--- config.mk ---
export PLATFORM = sky130hd
export DESIGN_NAME = if_id_stage
export DESIGN_NICKNAME = d
export VERILOG_FILES = /design/src/rtl/if_id_stage.sv
export SDC_FILE = /design/constraint.sdc
export NUM_CORES = 1
export LEC_CHECK = 0
export BUFFER_PORTS_ARGS = -buffer_cell sky130_fd_sc_hd__clkbuf_2
export CAP_MARGIN = 30
export CORE_MARGIN = 8
export CORE_UTILIZATION = 52
export CTS_CLUSTER_DIAMETER = 50
export DETAILED_ROUTE_END_ITERATION = 6
export HOLD_SLACK_MARGIN = 0.05
export PLACE_DENSITY = 0.86
export RECOVER_POWER = 50
export SLEW_MARGIN = 20
export SYNTH_ARGS = -nofsm -noshare
export SYNTH_HDL_FRONTEND = slang
export SYNTH_SLANG_ARGS = --single-unit
--- constraint.sdc ---
create_clock -name clk -period 6.5 [get_ports clk]
set_input_delay 1.625 -clock clk [delete_from_list [all_inputs] [get_ports clk]]
set_output_delay 1.625 -clock clk [all_outputs]
set_load 0.1 [all_outputs]
--- src/rtl/if_id_stage.sv ---
// IF/ID pipeline register for the five-stage RISC-V core.
// Holds the fetched PC/instruction for decode and detects load-use hazards
// against ID/EX. On a hazard it stalls fetch and asks for a bubble in ID/EX.
// On a taken branch it flushes the slot. It also keeps saturating
// stall/flush event counters for performance debug.
// All state changes on the falling edge of clk, matching the other pipeline registers.
module if_id_stage #(
  parameter int PC_W   = 64,
  parameter int INST_W = 32,
  parameter int CNT_W  = 32
) (
  input  logic              clk,
  input  logic              reset_n,
  input  logic [PC_W-1:0]   PC_in,
  input  logic [INST_W-1:0] Instruction_in,
  input  logic              Branch_Taken,
  input  logic              ID_EX_MemRead,
  input  logic [4:0]        ID_EX_RD,
  output logic [PC_W-1:0]   PC_out,
  output logic [INST_W-1:0] Instruction_out,
  output logic              Valid_out,
  output logic [4:0]        RS1,
  output logic [4:0]        RS2,
  output logic              PC_Write,
  output logic              Bubble,
  output logic [1:0]        State,
  output logic [CNT_W-1:0]  Stall_Count,
  output logic [CNT_W-1:0]  Flush_Count
);

  typedef enum logic [1:0] {
    ST_RUN   = 2'b00,
    ST_STALL = 2'b01,
    ST_FLUSH = 2'b10
  } state_t;

  // ADDI x0, x0, 0: the canonical NOP loaded on reset and on flush.
  localparam logic [INST_W-1:0] NOP_INST = INST_W'(32'h0000_0013);

  localparam logic [6:0] OP_R      = 7'b0110011;
  localparam logic [6:0] OP_I_ALU  = 7'b0010011;
  localparam logic [6:0] OP_LOAD   = 7'b0000011;
  localparam logic [6:0] OP_STORE  = 7'b0100011;
  localparam logic [6:0] OP_BRANCH = 7'b1100011;
  localparam logic [6:0] OP_JALR   = 7'b1100111;

  state_t     state_q, state_d;
  logic [6:0] opcode;
  logic       use_rs1, use_rs2;
  logic       hazard;
  logic       do_flush, do_stall;

  assign opcode = Instruction_out[6:0];
  assign RS1    = Instruction_out[19:15];
  assign RS2    = Instruction_out[24:20];
  assign State  = state_q;

  // Decode which source fields the held instruction actually reads.
  // NOTE: every always_comb output gets a default first so no path leaves it unassigned (no latch).
  always_comb begin
    use_rs1 = 1'b0;
    use_rs2 = 1'b0;
    case (opcode)
      OP_R, OP_STORE, OP_BRANCH: begin
        use_rs1 = 1'b1;
        use_rs2 = 1'b1;
      end
      OP_I_ALU, OP_LOAD, OP_JALR: use_rs1 = 1'b1;
      default: ;
    endcase
  end

  // Load-use hazard: the load in ID/EX writes a register the held instruction reads.
  // A flushed slot (Valid_out=0) and a load into x0 never stall.
  always_comb begin
    hazard = Valid_out && ID_EX_MemRead && (ID_EX_RD != 5'd0) &&
             ((use_rs1 && (ID_EX_RD == RS1)) || (use_rs2 && (ID_EX_RD == RS2)));
  end

  // FSM state register.
  // NOTE: sequential blocks use non-blocking assignments so every register samples pre-edge values.
  always_ff @(negedge clk) begin
    if (!reset_n) state_q <= ST_RUN;
    else          state_q <= state_d;
  end

  // FSM next state: flush beats stall, otherwise return to RUN.
  always_comb begin
    state_d = ST_RUN;
    if (Branch_Taken) state_d = ST_FLUSH;
    else if (hazard)  state_d = ST_STALL;
  end

  // FSM outputs: fetch/decode control and the per-edge action select.
  always_comb begin
    PC_Write = ~hazard | Branch_Taken;
    Bubble   = hazard | ~Valid_out;
    do_flush = Branch_Taken;
    do_stall = ~Branch_Taken & hazard;
  end

  // Pipeline register: flush, hold on stall, or capture the fetched instruction.
  always_ff @(negedge clk) begin
    if (!reset_n) begin
      PC_out          <= '0;
      Instruction_out <= NOP_INST;
      Valid_out       <= 1'b0;
    end else if (do_flush) begin
      PC_out          <= PC_in;
      Instruction_out <= NOP_INST;
      Valid_out       <= 1'b0;
    end else if (!do_stall) begin
      PC_out          <= PC_in;
      Instruction_out <= Instruction_in;
      Valid_out       <= 1'b1;
    end
  end

  // Saturating event counters; only reset clears them.
  always_ff @(negedge clk) begin
    if (!reset_n) begin
      Stall_Count <= '0;
      Flush_Count <= '0;
    end else begin
      if (do_stall && (Stall_Count != '1)) Stall_Count <= Stall_Count + 1'b1;
      if (do_flush && (Flush_Count != '1)) Flush_Count <= Flush_Count + 1'b1;
    end
  end

endmodule

Word level (Yosys, flattened, before mapping) --
Cells that the tools add are included. Widths: inputs -> output; s select.
Word-level totals: output and inout port bits 175, input bits 105, logic and storage cells 45, register bits 163
Operators by class: reduce and logical (&&, ||, !) cells 12, equality and inequality tests 11, mux-type cells 6, bitwise logic cells 7, add/sub/neg operators 2
Operators by type and width (count):
- $mux 64 | 2
- $add 32x1->32 const B | 2
- $ne 32x32->1 const B | 2
- $eq 7x6->1 const B | 2
- $eq 7x7->1 const B | 2
- $eq 5x5->1 | 2
- $eq 7x2->1 const B | 1
- $eq 7x5->1 const B | 1
- $logic_and 1x1->1 | 7
- $reduce_or 6->1 | 1
- $reduce_bool 5->1 | 1
- $not 1->1 | 4
- $mux 1 | 3
- $reduce_or 3->1 | 1
- $mux 2 | 1
- $ne 2x2->1 const B | 1
- $or 1x1->1 | 2
- $reduce_or 2->1 | 1
- $and 1x1->1 | 1
- $logic_or 1x1->1 | 1

Longest topological paths before layout --
depth after elaboration 9, mapped depth 9, mapped depth without buffers 7

==> run_results.csv <==
group,metric,value,unit
logic_synthesis,netlist.top_cell.by_area,"dfxtp_1",
power,leakage,5.14,nW
run,drv_cap,0,
routing,drt_iter0_drc,536,
clocking,cts_tree,"yes",
setup_path,worst-setup-path-type,"reg2out",
global_route,grt_pass1_wl,37500,µm
logic_synthesis,synth_cells,798,
sta,worst_slack,-0.595,ns
logic_synthesis,syn_avg_cell_area,8.45,µm²
sta,hold_viol,0,
clocking,clkSlewWorstSetupHoldPaths,0.03,ns
outcome,violations,"setup timing",
logic_synthesis,netlist_area,0.00674,mm²
layout,fillers,812,
global_route,antenna_found_initial,0,
clocking,root_buffer,"clkbuf_16",
logic_synthesis,async_flop_share,0,
setup_path,crit_buf_inv,3,
logic_synthesis,synthTopCellsByCount,"170 x nand2_1, 163 x dfxtp_1, 97 x a21oi_1, 67 x nor2_1",
sta,worst_pin_slew,0.796,ns
logic_synthesis,yosysUniqueCellTypes,45,
clocking,cts_buffers,17,
setup_path,path_max_fanout,3,
floorplanning,core_area,0.0126,mm²
logic_synthesis,synth.most_common_cell,"nand2_1",
logic_synthesis,synth_top_area_share,0.484,
clocking,clockBufferDepth,2,
routing,vias,7777,
clocking,clock_latency,0.48,ns
sta,slew_headroom,0.467,
sta,rsz0062_at_grt,"true",
logic_synthesis,synth_ff_type,"dfxtp_1",
place,post_dp_cell_area,0.00885,mm²
logic_synthesis,synth-seq-area-share,0.484,
power,worst_ir_drop_vdd,0.246,mV
clocking,htreeDepth,4,
floorplanning,rows,41,
setup_path,crit_required,4.88,ns
logic_synthesis,synth_nets,905,
layout,multi_input_area,0.00341,mm²
global_route,grt_max_degree,59,
setup_path,worst_path_largest_cell_delay,0.34,ns
setup_path,critPathLaunchType,"flip-flop",
setup_path,cp-end-kind,"output pin",
floorplanning,dieArea,0.0169,mm²
floorplanning,die_h,130,µm
logic_synthesis,ys_warn_count,0,
global_route,grt_use_total,0.277,
layout,final-seq-area,0.00330,mm²
min_path,hold_path_class,"reg2reg",
power,power_density,281,mW/mm²
clocking,cts_hold_buffers,0,
place,dp_cells,1254,
place,hpwl,16500,µm
routing,postRouteAntennaNets,0,
setup_path,cp_top_family,"compound AO/OA/AOI/OAI gates",
floorplanning,die_w,130,µm
routing,wl,24400,µm
setup_path,cp_data_arrival_time,5.47,ns
routing,drc,0,
outcome,status,"finished with violations",
setup_path,slowest_stage,"dfxtp_4",
place,port_buffers,279,
layout,nets,1379,
layout,fin_cells,1458,
global_route,gr-total-overflow,0,
setup_path,cp_cell_sequence,"xor2_2 > a2111oi_4 > nand4_2 > a211o_1 > buf_12 > buf_8 > buf_12",
setup_path,crit_path_frequent_cell,"buf_12",
layout,drive_gt1_frac,0.336,
floorplanning,ios,280,
layout,post-route-util,0.817,
sta,slew_violations,0,
layout,area_growth,53.0,%
layout,final_area,0.0103,mm²
sta,finalSetupTns,-18.00,ns
place,gp_congestion,0.862,
logic_synthesis,ys_top_cells_by_area,"dfxtp_1 48%, nand2_1 9.5%, a21oi_1 7.2%",
logic_synthesis,synth_edf_count,0,
sta,clock_skew,0.0333,ns
routing,wl_per_cell,16.7,µm
clocking,numClockSinks,163,
floorplanning,start_util,0.534,
logic_synthesis,yosys_register_bits,163,
sta,setup_violations,140,
routing,firstDrtPassIters,5,
global_route,grt_pass1_vias,8206,
routing,viasPerCell,5.33,
[stage by stage]
step           total power, W  hold slack (ns)  setup slack (ns)
3_5_place_dp          0.00162            0.446            -0.543
6_report              0.00290            0.450            -0.595
2_1_floorplan         0.00152            0.673            -0.254
4_1_cts               0.00292            0.449            -0.615
5_1_grt               0.00307            0.475            -0.668
3_3_place_gp          0.00162            0.441            -0.481
[final timing paths]
| kind | start | end | slack (ns) | depth (start not counted) |
|---|---|---|---|---|
| setup / recovery | Instruction_out[15]$_SDFFE_NP0N_ | PC_Write | -0.59 | 7 |
| hold / removal | PC_out[62]$_SDFFE_NN0P_ | PC_out[62]$_SDFFE_NN0P_ | 0.45 | 2 |
| setup reg to reg | Stall_Count[0]$_SDFFE_NN0P_ | Stall_Count[1]$_SDFFE_NN0P_ | 3.40 | 8 |
| hold reg to reg | PC_out[62]$_SDFFE_NN0P_ | PC_out[62]$_SDFFE_NN0P_ | 0.45 | 2 |
[cell families after synthesis]
| kind of cell | count (synthesis) | synth area share |
|---|---|---|
| and+or+nand+nor | 360 | 0.250 |
| DFF | 163 | 0.484 |
| AOI/OAI and AO/OA | 142 | 0.122 |
| buffers and inverters | 62 | 0.0436 |
| xor gates and xnor gates | 36 | 0.0468 |
| muxes | 33 | 0.0490 |
| adders and majority gates | 2 | 0.00371 |
[power by group]
group | switching [W] | total, W | internal (W)
Clock | 0.000703 | 0.00144 | 0.000735
Sequential | 0.0000198 | 0.00106 | 0.00104
Combinational | 0.000325 | 0.000404 | 0.0000790
[metal layers]
| metal | up-vias | part of all wire | track usage |
|---|---|---|---|
| met5 | - | 0 | 0 |
| met4 | 0 | 0.030 | 0.173 |
| met3 | 61 | 0.092 | 0.109 |
| met2 | 417 | 0.52 | 0.482 |
| met1 | 3599 | 0.36 | 0.272 |
| li1 | 3700 | - | - |
[cell type report]
type | instances | area share
Antenna cell | 1 | 0.000243
Multi-Input combinational cell | 573 | 0.331
Tap cell | 172 | 0.0209
Sequential cell | 163 | 0.320
Inverter | 8 | 0.00303
Clock buffer | 17 | 0.0412
Timing Repair Buffer | 346 | 0.209
Clock inverter | 178 | 0.0746
[cells in the final DEF (no fill, tap or decap), types with 15 or more instances in the layout]
master,n
a21oi_1,80
nand2_1,169
o31ai_1,15
nor2_1,66
a21oi_2,16
nand3_1,29
dfxtp_1,149
mux2i_1,33
xor2_1,31
buf_4,43
inv_1,174
clkbuf_2,275
nand4_1,25
buf_12,16
clkbuf_16,17
[worst reg2reg max path, delay by kind of cell, from the launching register on]
kind,cells,cell delay [ns]
adder cells (fa/ha/maj),1,0.22
flip-flops,1,0.41
AND/OR/NAND/NOR,4,1.79
AO/OA/AOI/OAI,2,0.30
buffers and inverters,1,0.29
[what timing repair did]
item                       4_1_cts  5_1_grt
resized for setup               14       31
setup endpoints to repair       18       36
setup buffers                    7        1
hold endpoints to repair         0        0
cloned                           1        0
pin swaps                       13       12
[flip-flops by register name, indices dropped and copies added (netlist names)]
signal	flops
Stall_Count	32
Valid_out	1
State	2
Instruction_out	32
PC_out	64
Flush_Count	32
No activity file was read; power rests on OpenSTA's default activity.
